$ cat src/rtl/seq_alu.sv
// Multi-cycle registered ALU with start/done handshake and iterative shift/rotate.
// Define SEQ_ALU_MUL_EN to make op 15 a shift-add multiply; otherwise op 15 is a NOP.
module seq_alu #(
  parameter int WIDTH   = 20,
  parameter int SHAMT_W = 5
) (
  input  logic             clk,
  input  logic             rst,
  input  logic             start,
  input  logic [3:0]       op,
  input  logic [WIDTH-1:0] a,
  input  logic [WIDTH-1:0] b,
  input  logic             cin,
  output logic             ready,
  output logic             done,
  output logic [WIDTH-1:0] result,
  output logic             carry,
  output logic             zero,
  output logic             sign
);

  // state | meaning
  // IDLE  | ready=1, waiting for start
  // SHIFT | one shift/rotate step per edge, cnt counts down to 1
  // MUL   | one shift-add partial product per edge (SEQ_ALU_MUL_EN only)
  // DONE  | done=1 for one cycle, then back to IDLE
`ifdef SEQ_ALU_MUL_EN
  typedef enum logic [1:0] {S_IDLE, S_SHIFT, S_DONE, S_MUL} state_t;
  localparam int MCW   = $clog2(WIDTH + 1);
  localparam int CNT_W = (MCW > SHAMT_W) ? MCW : SHAMT_W;
`else
  typedef enum logic [1:0] {S_IDLE, S_SHIFT, S_DONE} state_t;
  localparam int CNT_W = SHAMT_W;
`endif

  localparam logic [3:0] OP_NOT = 4'd0,  OP_AND = 4'd1,  OP_OR  = 4'd2,  OP_XOR = 4'd3;
  localparam logic [3:0] OP_ADD = 4'd4,  OP_ADC = 4'd5,  OP_SUB = 4'd6,  OP_SBB = 4'd7;
  localparam logic [3:0] OP_INC = 4'd8,  OP_DEC = 4'd9,  OP_SHL = 4'd10, OP_SHR = 4'd11;
  localparam logic [3:0] OP_ROL = 4'd12, OP_ROR = 4'd13, OP_CMP = 4'd14, OP_X15 = 4'd15;

  state_t             state;
  logic [CNT_W-1:0]   cnt;
  logic [WIDTH-1:0]   acc;
  logic [3:0]         sop;

  logic [WIDTH:0]     ea, eb, ec, diff;
  logic [WIDTH-1:0]   alu_res;
  logic               alu_c, alu_z, alu_s;
  logic [WIDTH-1:0]   sh_nx;
  logic               sh_out;
  logic [SHAMT_W-1:0] shamt;
  logic               is_shift;

  assign shamt    = b[SHAMT_W-1:0];
  assign is_shift = (op == OP_SHL) || (op == OP_SHR) || (op == OP_ROL) || (op == OP_ROR);

  // Single-cycle datapath, evaluated straight from the inputs at the accepting edge.
  always_comb begin
    ea      = {1'b0, a};
    eb      = {1'b0, b};
    ec      = {{WIDTH{1'b0}}, cin};
    diff    = ea - eb;
    alu_res = a;
    alu_c   = 1'b0;
    case (op)
      OP_NOT:  alu_res = ~a;
      OP_AND:  alu_res = a & b;
      OP_OR:   alu_res = a | b;
      OP_XOR:  alu_res = a ^ b;
      OP_ADD:  {alu_c, alu_res} = ea + eb;
      OP_ADC:  {alu_c, alu_res} = ea + eb + ec;
      OP_SUB:  {alu_c, alu_res} = ea - eb;
      OP_SBB:  {alu_c, alu_res} = ea - eb - ec;
      OP_INC:  {alu_c, alu_res} = ea + (WIDTH+1)'(1);
      OP_DEC:  {alu_c, alu_res} = ea - (WIDTH+1)'(1);
      OP_CMP:  alu_c = diff[WIDTH];
      default: alu_res = a;
    endcase
    if (op == OP_CMP) begin
      alu_z = (diff[WIDTH-1:0] == '0);
      alu_s = diff[WIDTH-1];
    end else begin
      alu_z = (alu_res == '0);
      alu_s = alu_res[WIDTH-1];
    end
  end

  always_comb begin
    sh_nx  = acc;
    sh_out = 1'b0;
    case (sop)
      OP_SHL:  begin sh_nx = {acc[WIDTH-2:0], 1'b0};         sh_out = acc[WIDTH-1]; end
      OP_SHR:  begin sh_nx = {1'b0, acc[WIDTH-1:1]};         sh_out = acc[0];       end
      OP_ROL:  begin sh_nx = {acc[WIDTH-2:0], acc[WIDTH-1]}; sh_out = acc[WIDTH-1]; end
      OP_ROR:  begin sh_nx = {acc[0], acc[WIDTH-1:1]};       sh_out = acc[0];       end
      default: begin sh_nx = acc;                            sh_out = 1'b0;         end
    endcase
  end

`ifdef SEQ_ALU_MUL_EN
  logic [WIDTH-1:0] ma, mhi, mlo, mhi_nx, mlo_nx;
  logic [WIDTH:0]   msum;

  // Add a into the upper half when the multiplier LSB is set, then shift the pair right.
  always_comb begin
    msum   = {1'b0, mhi} + (mlo[0] ? {1'b0, ma} : '0);
    mhi_nx = msum[WIDTH:1];
    mlo_nx = {msum[0], mlo[WIDTH-1:1]};
  end
`endif

  always_ff @(posedge clk) begin
    if (rst) begin
      state  <= S_IDLE;
      ready  <= 1'b1;
      done   <= 1'b0;
      result <= '0;
      carry  <= 1'b0;
      zero   <= 1'b0;
      sign   <= 1'b0;
      cnt    <= '0;
      acc    <= '0;
      sop    <= OP_NOT;
`ifdef SEQ_ALU_MUL_EN
      ma     <= '0;
      mhi    <= '0;
      mlo    <= '0;
`endif
    end else begin
      case (state)
        S_IDLE: begin
          if (start) begin
            ready <= 1'b0;
            if (is_shift && (shamt != '0)) begin
              acc   <= a;
              sop   <= op;
              cnt   <= CNT_W'(shamt);
              state <= S_SHIFT;
`ifdef SEQ_ALU_MUL_EN
            end else if (op == OP_X15) begin
              ma    <= a;
              mhi   <= '0;
              mlo   <= b;
              cnt   <= CNT_W'(WIDTH);
              state <= S_MUL;
`endif
            end else begin
              result <= alu_res;
              carry  <= alu_c;
              zero   <= alu_z;
              sign   <= alu_s;
              done   <= 1'b1;
              state  <= S_DONE;
            end
          end
        end
        S_SHIFT: begin
          if (cnt == CNT_W'(1)) begin
            result <= sh_nx;
            carry  <= sh_out;
            zero   <= (sh_nx == '0);
            sign   <= sh_nx[WIDTH-1];
            done   <= 1'b1;
            state  <= S_DONE;
          end else begin
            acc <= sh_nx;
            cnt <= cnt - CNT_W'(1);
          end
        end
`ifdef SEQ_ALU_MUL_EN
        S_MUL: begin
          if (cnt == CNT_W'(1)) begin
            result <= mlo_nx;
            carry  <= (mhi_nx != '0);
            zero   <= (mlo_nx == '0);
            sign   <= mlo_nx[WIDTH-1];
            done   <= 1'b1;
            state  <= S_DONE;
          end else begin
            mhi <= mhi_nx;
            mlo <= mlo_nx;
            cnt <= cnt - CNT_W'(1);
          end
        end
`endif
        S_DONE: begin
          done  <= 1'b0;
          ready <= 1'b1;
          state <= S_IDLE;
        end
        default: begin
          done  <= 1'b0;
          ready <= 1'b1;
          state <= S_IDLE;
        end
      endcase
    end
  end

endmodule

$ cat config.mk
export PLATFORM = sky130hd
export DESIGN_NAME = seq_alu
export DESIGN_NICKNAME = d
export VERILOG_FILES = /design/src/rtl/seq_alu.sv
export SDC_FILE = /design/constraint.sdc
export NUM_CORES = 1
export LEC_CHECK = 0
export BUFFER_PORTS_ARGS = -buffer_cell sky130_fd_sc_hd__buf_2
export CAP_MARGIN = 20
export CORE_AREA = 4 4 106 208
export DETAILED_ROUTE_END_ITERATION = 10
export DIE_AREA = 0 0 110 212
export PLACE_DENSITY = 0.61
export SYNTH_ARGS = -nofsm -noshare
export SYNTH_HDL_FRONTEND = slang
export SYNTH_SLANG_ARGS = --single-unit
$ cat constraint.sdc
create_clock -name clk -period 6.4 [get_ports clk]
set_input_delay 0.32 -clock clk [delete_from_list [all_inputs] [get_ports clk]]
set_output_delay 0.32 -clock clk [all_outputs]
set_load 0.005 [all_outputs]
# Word-level counts from Yosys, hierarchy flattened
# Cells that the tools add are included.
dict set report op_classes {
  add_sub_neg 7
  n_eq_ne 25
  mux 40
  bitwise_logic 5
  n_reduce_logical 20
}
# op n
set op_table {}
lappend op_table {{$pmux 20 s10} 1}
lappend op_table {{$mux 20} 6}
lappend op_table {{$pmux 20 s2} 2}
lappend op_table {{$pmux 20 s4} 1}
lappend op_table {{$logic_not 20->1} 3}
lappend op_table {{$eq 4x4->1 const B} 11}
lappend op_table {{$add 20x1->21 const B} 1}
lappend op_table {{$add 20x20->21} 1}
lappend op_table {{$add 21x1->21} 1}
lappend op_table {{$sub 20x1->21 const B} 1}
lappend op_table {{$sub 20x20->21} 1}
lappend op_table {{$sub 21x1->21} 1}
lappend op_table {{$and 20x20->20} 1}
lappend op_table {{$not 20->20} 1}
lappend op_table {{$or 20x20->20} 1}
lappend op_table {{$xor 20x20->20} 1}
lappend op_table {{$eq 4x3->1 const B} 4}
lappend op_table {{$mux 1} 15}
lappend op_table {{$mux 5} 3}
lappend op_table {{$pmux 1 s2} 6}
lappend op_table {{$ne 2x2->1 const B} 5}
lappend op_table {{$pmux 5 s2} 1}
lappend op_table {{$eq 4x2->1 const B} 2}
lappend op_table {{$reduce_and 4->1} 2}
lappend op_table {{17 further kinds} 25}
dict set report word_totals {
  regBits 56
  input_bits 48
  output_inout_bits 25
  word_cells 107
}

# Logic depth before layout (Yosys ltp)
# Gate-level depths: netlist (run 1).
dict set report logic_depth {
  word_depth 8
  ltp_mapped 17
  mapped_depth_nobuf 16
}

# Worst setup path before layout (run 1)
# Ideal clock, no wire load.
dict set report synth_path {
  path_kind {input port to flip-flop}
  from {input port a[2]}
  to {register zero}
  setup_time_ns 0.084
  t_arrival_ns 3.752
  required_time_ns 6.316
  slack_ns 2.563
  path_stages 16
  path_buffers 2
  path_cell_list {clkbuf_1 > inv_1 > ha_1 > nor2b_1 > a2111oi_4 > o21a_1 > o211a_1 > nand4bb_1 > buf_2 > nor4_1 > xnor2_1 > o221a_1 > o2111ai_1 > nor4b_1 > nand4b_1 > o31ai_2}
}
dict set report synth_via {
  elab_chain_len 8
  elab_cells_between_ends 17
  cone_classes {add/sub (6); mux (5); bitwise (4); reduce/logical (2)}
}
# item line
set synth_rtl {}
lappend synth_rtl {{start, declared} 11} ;# input logic [WIDTH-1:0] a,
lappend synth_rtl {{$sub 20x20->21 or $add 20x20->21 (tied branches)} --}
lappend synth_rtl {{$sub 21x1->21 or $add 21x1->21 (tied branches)} {73, 71}}
lappend synth_rtl {{$pmux 20 s10} 65} ;# case (op)
lappend synth_rtl {{$logic_not 20->1} 83} ;# alu_z = (alu_res == '0);
lappend synth_rtl {{$mux 1 (*)} 79} ;# if (op == OP_CMP) begin
lappend synth_rtl {{$mux 1 (*)} 134} ;# if (is_shift && (shamt != '0)) begin
lappend synth_rtl {{$mux 1 (*)} 132} ;# if (start) begin
lappend synth_rtl {{$pmux 1 s2 (*)} 130} ;# case (state)
lappend synth_rtl {{end signal, assigned} 150} ;# zero <= alu_z;
lappend synth_rtl {{end signal, assigned} 161} ;# zero <= (sh_nx == '0);
lappend synth_rtl {{end, declared} 18} ;# output logic zero,
# Every way passes the cells marked *; elsewhere a longest branch is shown, timed or not. The select of a mux whose other input is x is not followed.
# A chain may end at the register's enable or synchronous reset.

# Worst setup path after layout (run 1)
dict set report layout_path {
  from {input port a[13]}
  to {register carry}
}
dict set report layout_via {
  elab_chain_len 6
  elab_cells_between_ends 10
  cone_classes {add/sub (6); mux (4)}
}
# item line
set layout_rtl {}
lappend layout_rtl {{$sub 20x20->21 or $add 20x20->21 (tied branches)} --}
lappend layout_rtl {{$sub 21x1->21 or $add 21x1->21 (tied branches)} {73, 71}}
lappend layout_rtl {{$pmux 1 s6 (*)} 65}
lappend layout_rtl {{$mux 1 (*)} 134}
lappend layout_rtl {{$mux 1 (*)} 132}
lappend layout_rtl {{$pmux 1 s2 (*)} 130}
lappend layout_rtl {{end signal, assigned} 149} ;# carry <= alu_c;
lappend layout_rtl {{end signal, assigned} 160} ;# carry <= sh_out;
lappend layout_rtl {{end, declared} 17} ;# output logic carry,
# Marks and branches as above.

==> results by stage, run 1 <==
Status:
- The run finished with clean final reports.

Layout:
- Of the cells placed in the final design, the portion with a size suffix greater than 1 is 11.6%.
- The count of antenna diodes in the layout is 0.
- Excluding fillers, the count of instances in the completed layout stands at 1590.
- The final layout contains between 1k and 1.5k nets.
- The layout-stage area growth over the synthesis result is 4.63%.

Worst setup path:
- Data on the critical path is required at its endpoint by between 6000 and 7000 ps.
- The launching element of the worst setup path is a[13].
- Counting cells, the worst reg-to-reg path comes to 13.
- The data arrival at the endpoint of the critical path is roughly 4800 ps.
- Among all stages on the critical path, the largest delay is contributed by sky130_fd_sc_hd__ha_1.
- The worst-path maximum fanout is 14.
- STA classifies the critical path startpoint as an input pin.
- In this run the critical register-to-register path is launched from cnt[1].
- The worst setup path is of the input pin to flip-flop kind.
- The reg-to-reg setup timing slack is roughly 2700 ps.
- The biggest cell delay along the critical path is ~710 ps.
- STA classifies the critical path endpoint as a flip-flop.
- The end of the worst register-to-register path is zero.
- Traced cell by cell, the critical path runs through buf_2 -> clkinv_1 -> ha_1 -> inv_1 -> a21oi_1 -> o31a_1 -> o311ai_0 -> o21ai_0 -> a211oi_1 -> a211oi_1 -> or3b_2 -> o211ai_2 -> a21oi_1 -> o32ai_1.
- The endpoint of the most critical setup path is carry.

Clock tree:
- CTS placed an instance of sky130_fd_sc_hd__clkbuf_16 at the clock tree root.
- TritonCTS built the clock tree.
- The post-CTS setup repair buffer count is 0.
- At the later pin of the worst-skew pair, clock insertion delay measures roughly 300 ps.
- The maximum number of buffers from clock root to sink is 2.
- The number of clock buffers inserted by TritonCTS is 5.
- After clock tree synthesis, the clock-pin slew on the worst setup and hold paths is ~70 ps.
- The number of levels in the clock H-tree is 2.
- The cts-stage hold buffer count is 0.
- The count of cells resized by post-cts repair is 0.
- The clock sink count is 56.

GRT:
- The number of global-route vias before repair came to approximately 10k.
- The sum of overflow across all layers after global routing is 0.
- The wire length of the first global-routing pass is 60.4 mm.
- Across every metal layer, demand over resource in global routing totals between 30% and 40%.
- The number of antenna violations at the first check in global routing is 0.
- The maximum number of pins on one net before global-route repair is 58.

Detailed routing:
- The highest metal layer with signal wires is met4.
- Dividing the detail-routed wire length by the instance count gives ~25 um.
- In the routed design, unresolved DRC markers number 0.
- Using the TritonRoute via totals, the vias-per-cell ratio works out to ~6.7.
- The final wirelength is between 30 and 40 mm.
- Before antenna repair, the detailed router went through 8 iterations.
- The final antenna-violating net count is 0.
- After detailed routing, the met2 layer carries between 15 and 20 mm of wire.
- The wire length on met1 is between 10 and 15 mm.
- The detailed router finished its first iteration with 1010 violations.
- The via count is roughly 11k.
- The routed wire length on met3 is between 2 and 3 mm.

Yosys:
- The primary flip-flop cell chosen by synthesis mapping is sky130_fd_sc_hd__dfxtp_1.
- The flop and latch count out of synthesis is 56.
- The mean post-synth cell area is 7.12 um2.
- The gate count of the mapped netlist is 1325.
- For this run, asynchronously set or reset flops after synthesis account for 0%.
- Sequential elements use 11.9% of the synthesized area.
- The number of enable flip-flop cells after synthesis is 0.
- The net count of the mapped netlist is 1448.
- The synthesized netlist occupies a cell area of about 0.0094 mm2.
- The number of distinct library cells after synthesis is approximately 110.
- During synthesis, Yosys emitted a total of 0 warnings.

Floorplan:
- The die covers 0.0233 mm2.
- The placeable core area is a little over 0.02 mm2.
- The floorplan step set the die height to approximately 210 um.
- Once the floorplan was initialized, standard cells occupied roughly 46% of the core.
- Pin placement for this block handled 73 I/O pins.
- The number of rows in the core area is 74.
- The chip width is about 110 um.

STA:
- The final worst clock skew is ~2.5 ps.
- For the final routed database, the setup TNS stands at 0 ps.
- The final period utilization is just over 70%.
- The shortest clock period the worst path allows after layout is roughly 4500 ps.
- The achievable clock frequency is 220 MHz.
- At the pin with the least slew margin, the transition time is 1110 ps.
- Headroom to the max-slew limit came out at approximately a quarter.
- The max-slew violation total from the final report came to 0.
- The number of hold-slack violations in the final timing report was 0.
- The worst setup margin is 1860 ps.
- Setup repair after global routing left no endpoint under its margin.
- Setup violations remaining at the end of the flow were counted as 0.

Hold path:
- The type of the worst min-delay path is input pin to flip-flop.

Placement:
- Including well taps, the total number of placed cells is 1582.
- Buffers placed on the I/O ports in this run total 72.
- The half-perimeter wire length after placement is 30.7 mm.
- The routability congestion estimate from global placement is approximately 1.0.
- OpenSTA, run right after detailed placement, puts the worst setup slack at 1730 ps.

Power:
- The highest ir drop seen on vdd is 0.208 mV.
- For this design the ratio of total power to cell area is approximately 160 mW/mm2.
- The leakage power of the design is about 3.7 nW.

Job:
- The tool flagged a number of max-cap violations equal to 0.
## power by group
group          internal, mW  total (mW)  switching, mW  leakage (nW)
Clock                 0.155       0.288          0.133        0.0766
Sequential            0.386       0.417         0.0307         0.460
Combinational         0.303       0.883          0.581          3.19
Total                 0.844        1.59          0.744          3.73
## cells by family (layout without fill, tap and decap cells)
family | count (synthesis) | in the layout | synth area share [%]
adders and majority gates | 75 | 75 | 10.1
AOI/OAI and AO/OA | 444 | 444 | 33.1
muxes | 26 | 26 | 2.80
and+or+nand+nor | 483 | 483 | 26.7
buffers and inverters | 166 | 165 | 8.25
DFF | 56 | 56 | 11.9
xor gates and xnor gates | 75 | 75 | 7.13
## cell type report
| cell class | instances | area [um2] |
|---|---|---|
| Tap cell | 266 | 333 |
| Clock buffer | 6 | 139 |
| Sequential cell | 56 | 1120 |
| Inverter | 73 | 274 |
| Fill cell | 2208 | 10600 |
| Clock inverter | 2 | 10.0 |
| Multi-Input combinational cell | 1103 | 7540 |
| Timing Repair Buffer | 84 | 450 |
## per-layer routing
metal	global-route usage, %	vias up
met1	37.9	4975
met2	58.2	564
met4	24.6	0
met5	0	-
li1	-	4895
met3	3.71	204
## worst min path at each step
| stage | cells past startpoint | startpoint | endpoint | slack, ps |
|---|---|---|---|---|
| detailed placement | 2 | result[13] | result[13] | 450 |
| finish | 2 | start | sop[1] | 340 |
| global placement | 2 | result[10] | result[10] | 440 |
| CTS | 2 | start | sop[1] | 330 |
| floorplan | 2 | sop[3] | sop[3] | 450 |
| global route | 2 | start | sop[1] | 350 |
## cells in the mapped netlist (all sizes together), types with 8 or more instances
library cell	number	area [um2]
nor2	148	568
a21oi	117	589
nand2	103	392
o21ai	76	380
ha	73	913
inv	70	263
clkbuf	64	330
xnor2	62	558
dfxtp	56	1120
a211oi	48	398
nand3	45	238
nor3	42	236
buf	29	174
nor4	26	199
mux2i	23	230
a22oi	20	155
nand2b	19	119
o211ai	18	140
nand4	16	115
o22ai	16	100
a21o	15	113
nor2b	15	93.8
o221ai	13	114
xor2	13	114
a311oi	11	109
and2	9	56.3
or2	9	56.3
a221oi	8	76.3
o211a	8	80.1
or3	8	51.3
## layout by cell type, fill, tap and decap left out, types with 15 or more instances in the layout
cell	netlist	routed
sky130_fd_sc_hd__a211oi_1	42	42
sky130_fd_sc_hd__a21o_1	15	15
sky130_fd_sc_hd__a21oi_1	116	116
sky130_fd_sc_hd__a22oi_1	19	19
sky130_fd_sc_hd__buf_2	13	72
sky130_fd_sc_hd__dfxtp_1	56	56
sky130_fd_sc_hd__ha_1	73	73
sky130_fd_sc_hd__inv_1	69	69
sky130_fd_sc_hd__mux2i_1	23	23
sky130_fd_sc_hd__nand2_1	101	101
sky130_fd_sc_hd__nand2b_1	19	18
sky130_fd_sc_hd__nand3_1	44	44
sky130_fd_sc_hd__nand4_1	15	15
sky130_fd_sc_hd__nor2_1	145	143
sky130_fd_sc_hd__nor2b_1	15	15
sky130_fd_sc_hd__nor3_1	38	38
sky130_fd_sc_hd__nor4_1	23	23
sky130_fd_sc_hd__o211ai_1	17	17
sky130_fd_sc_hd__o21ai_0	73	73
sky130_fd_sc_hd__o22ai_1	16	16
sky130_fd_sc_hd__xnor2_1	60	60
## flip-flops by register name, indices dropped and copies added, names as in the netlist
name	count
done	1
zero	1
cnt	5
state	2
result	20
sign	1
carry	1
sop	4
ready	1
acc	20
## metrics by stage
step / power, mW / cell area (um2) / hold slack, ps / util [%]
final: 1.59 / 9860 / 341 / 48.2
after global routing: 1.69 / 9860 / 347 / 48.2
after CTS: 1.57 / 9860 / 329 / 48.2
after detailed placement: 1.28 / 9720 / 447 / 47.5
after global placement: 1.28 / 9720 / 437 / 47.5
after floorplan: 1.04 / 9430 / 447 / -
## worst max-delay path: cells and delay by family
kind	cells	cell delay, ps
compound gates	9	2360
fa+ha+maj	1	710
buf+inv	3	820
simple gates	1	510
Note: power is estimated with default switching activity, not from simulation.
==> run 2: changes to the inputs <==
==> constraint.sdc (replaced) <==
create_clock -name clk -period 4.55 [get_ports clk]
set_input_delay 0.2275 -clock clk [delete_from_list [all_inputs] [get_ports clk]]
set_output_delay 0.2275 -clock clk [all_outputs]
set_load 0.005 [all_outputs]
==> results by stage, run 2 (same netlist as run 1, synthesis figures left out) <==
Power:
- The leakage power of the design was 4.05 nW (was 3.73 nW).
- The overall power of the completed layout came to 2.47 mW (was 1.59 mW).
- The switching component of the power is 1.08 mW (was 0.744 mW).
- The share of power burned in the clock network was 22.8% (was 18.1%).
- The proportion of total power due to net switching is 43.5% (was 46.9%).
- The fraction of power consumed by sequential logic is 23.8% (was 26.2%).
- The internal portion of total power was 1.40 mW (was 0.844 mW).
- The fraction of power consumed by combinational cells was 53.5% (was 55.6%).
- The highest ir drop seen on vdd is 0.291 mV (was 0.208 mV).
- The total power per unit cell area was 238 mW/mm2 (was 161 mW/mm2).

Detailed routing:
- The final antenna-violating net count is 0 (unchanged).
- The via count was 10.8k (was 10.6k).
- The final wirelength is 39.9 mm (was 39.5 mm).
- The number of search-and-repair iterations in the first detailed-routing pass was 6 (was 8).
- The number of DRC markers in iteration 0 is 882 (was 1010).
- The per-cell routed wire length is 24.2 um (was 24.9 um).
- The number of DRC violations after detailed routing is 0 (unchanged).
- The number of vias per cell after detailed routing is 6.57 (was 6.69).

Worst setup path:
- The reg-to-reg startpoint is cnt[1] (unchanged).
- The number of buffer and inverter stages on the critical path was 2 (was 3).
- The biggest cell delay along the critical path came to 510 ps (was 710 ps).
- The data arrival at the endpoint of the critical path is 4430 ps (was 4760 ps).
- The data required time at the worst endpoint is 4770 ps (was 6620 ps).
- The type of origin of the critical path is an input pin (unchanged).
- The end of the worst register-to-register path is zero (unchanged).
- The path type of the worst setup path is input pin to flip-flop (unchanged).
- The launching element of the worst setup path was a[0] (was a[13]).
- Chain of cells forming the critical path: buf_2 -> ha_1 -> fa_1 -> a211oi_4 -> nor3_1 -> or2_1 -> nor4_4 -> xnor2_1 -> a221oi_1 -> a22oi_1 -> nor4_1 -> buf_4 -> o2111ai_1 -> nor4b_1 -> nand4b_1 -> o31ai_2 (was buf_2 -> clkinv_1 -> ha_1 -> inv_1 -> a21oi_1 -> o31a_1 -> o311ai_0 -> o21ai_0 -> a211oi_1 -> a211oi_1 -> or3b_2 -> o211ai_2 -> a21oi_1 -> o32ai_1).
- The capturing element type of the critical path is a flip-flop (unchanged).
- The reg-to-reg setup timing slack came to 750 ps (was 2650 ps).
- The worst-path maximum fanout is 10 (was 14).
- The largest delay contributor family on the critical path is simple AND/OR/NAND/NOR gates (was compound AO/OA/AOI/OAI gates).
- The critical path depth was 16 (was 14).
- The endpoint of the most critical setup path is zero (was carry).
- The cell depth of the worst flop-to-flop path is 15 (was 13).
- The cell type of the slowest stage on the worst timing path is sky130_fd_sc_hd__fa_1 (was sky130_fd_sc_hd__ha_1).

STA:
- After layout, the minimum clock period comes to 4210 ps.
- The slew at the pin with the worst max-slew slack is 954 ps (was 1110 ps).
- The number of hold-slack violations in the final timing report is 0 (unchanged).
- The max-slew violation total from the final report is 0 (unchanged).
- The worst setup margin is 342 ps (was 1860 ps).
- The total setup violations reported at the end of the flow was 0 (unchanged).
- In the finished design, the share of the clock period the worst path needs comes to around 92%.
- The sum of negative setup slack is 0 ps (unchanged).
- The worst-case headroom to the max-slew limit was 36.2% (was 25.1%).
- The final worst clock skew is 5.13 ps (was 2.50 ps).
- The achievable clock frequency is ~240 MHz.
- RSZ-0062 raised after global routing: false (unchanged).

Hold path:
- The type of the worst min-delay path is input pin to flip-flop (unchanged).
- The worst hold path cell count is 2 (unchanged).

GRT:
- The number of antenna violations at the first check in global routing is 0 (unchanged).
- The sum of overflow across all layers after global routing was 0 (unchanged).
- The number of global-route vias before repair was 10.7k (was 10.4k).
- The wire length of the first global-routing pass was 60.5 mm (was 60.4 mm).
- The all-layer global routing usage came to 34.0% (about the same).
- The maximum number of pins on one net before global-route repair is 58 (unchanged).

Layout:
- Commonest non-fill, non-tap cells in the layout: sky130_fd_sc_hd__nor2_1 (143), sky130_fd_sc_hd__a21oi_1 (116), sky130_fd_sc_hd__nand2_1 (101) (unchanged).
- The commonest non-fill, non-tap cell in the layout was sky130_fd_sc_hd__nor2_1 (unchanged).
- The layout-stage area growth over the synthesis result came to 10.2% (was 4.63%).
- The count of antenna diodes in the layout is 0 (unchanged).
- Registers with the most flip-flops: acc: 20 flops, result: 20 flops, cnt: 5 flops (unchanged).
- The final net count came to 1507 (was 1446).
- The fraction of final layout cells sized beyond drive strength 1 came to 15.5% (was 11.6%).

Clock tree:
- The maximum number of buffers from clock root to sink is 2 (unchanged).
- The master cell of the clock root buffer is sky130_fd_sc_hd__clkbuf_16 (unchanged).
- The insertion delay of the later-clocked pin in the worst-skew pair is 300 ps (about the same).
- The cts-stage hold buffer count was 0 (unchanged).
- The number of levels in the clock H-tree was 2 (unchanged).
- The count of cells resized by post-cts repair is 0 (unchanged).
- The number of clock buffers inserted by TritonCTS is 5 (unchanged).
- The clock sink count is 56 (unchanged).
- The clock slew seen by the registers of the worst setup and hold paths was 70 ps (about the same).
- The clock tree from TritonCTS is built (unchanged).
- The post-CTS setup repair buffer count was 0 (unchanged).

Placement:
- The setup slack at placement is 222 ps (was 1730 ps).
- The number of port buffers is 72 (unchanged).
- The half-perimeter wire length after placement is 32.1 mm (was 30.7 mm).
- The routability congestion estimate from global placement is 1.03 (was 1.05).

Floorplan:
- The die boundary height was 212 um (unchanged).
- The chip width is 110 um (unchanged).
- The total I/O pin count is 73 (unchanged).
- The effective utilization at floorplan is 46.1% (unchanged).
- The placeable core area was 0.0205 mm2 (unchanged).
- The area of the die is 0.0233 mm2 (unchanged).
- The number of rows in the core area is 74 (unchanged).

Job:
- The number of max-cap violations came to 0 (unchanged).

Status:
- Status: finished clean (unchanged).
-- run 2: changes by cell type in the layout (fill, tap and decap cells not counted) --
cell	change
sky130_fd_sc_hd__clkinv_2	-2
sky130_fd_sc_hd__buf_4	+61
sky130_fd_sc_hd__bufinv_16	+3
sky130_fd_sc_hd__clkbuf_8	-1
-- run 2: layout make-up --
class,instances,area [um2]
repair buffers,145,908
inverters,73,274
multi-input cells,1103,7540
well taps,266,333
clock buffers,5,125
clock inverters,3,90.1
fillers,2155,10100
flip-flops and latches,56,1120
-- run 2: power by group through the flow --
stage	logic (mW)	clock network (mW)	registers, mW
after floorplan	0.879	0	0.587
after global placement	1.28	0	0.598
after detailed placement	1.28	0	0.599
after CTS	1.29	0.563	0.588
after global routing	1.42	0.582	0.595
final	1.32	0.563	0.588
-- run 2: through the flow --
stage / util [%] / hold WS, ps / cells / cell area, um2
3_3_place_gp: 49.7 / 439 / 1643 / 10200
2_1_floorplan: - / 380 / 1325 / 9430
6_report: 50.8 / 140 / 1651 / 10400
3_5_place_dp: 49.7 / 444 / 1643 / 10200
4_1_cts: 50.8 / 144 / 1651 / 10400
5_1_grt: 50.8 / 156 / 1651 / 10400
-- run 2: routing by layer --
metal / GRT usage (%) / share of wire [%]
met1: 35.2 / 34
met2: 58.5 / 49
met3: 4.62 / 6.6
met4: 28.8 / 10
met5: 0 / 0
-- run 2: worst min path at each step --
stage | from | to | slack, ps
floorplan | a[0] | acc[0] | 380
global placement | result[10] | result[10] | 440
detailed placement | result[10] | result[10] | 440
CTS | rst | state[1] | 140
global route | rst | state[1] | 160
finish | rst | state[1] | 140
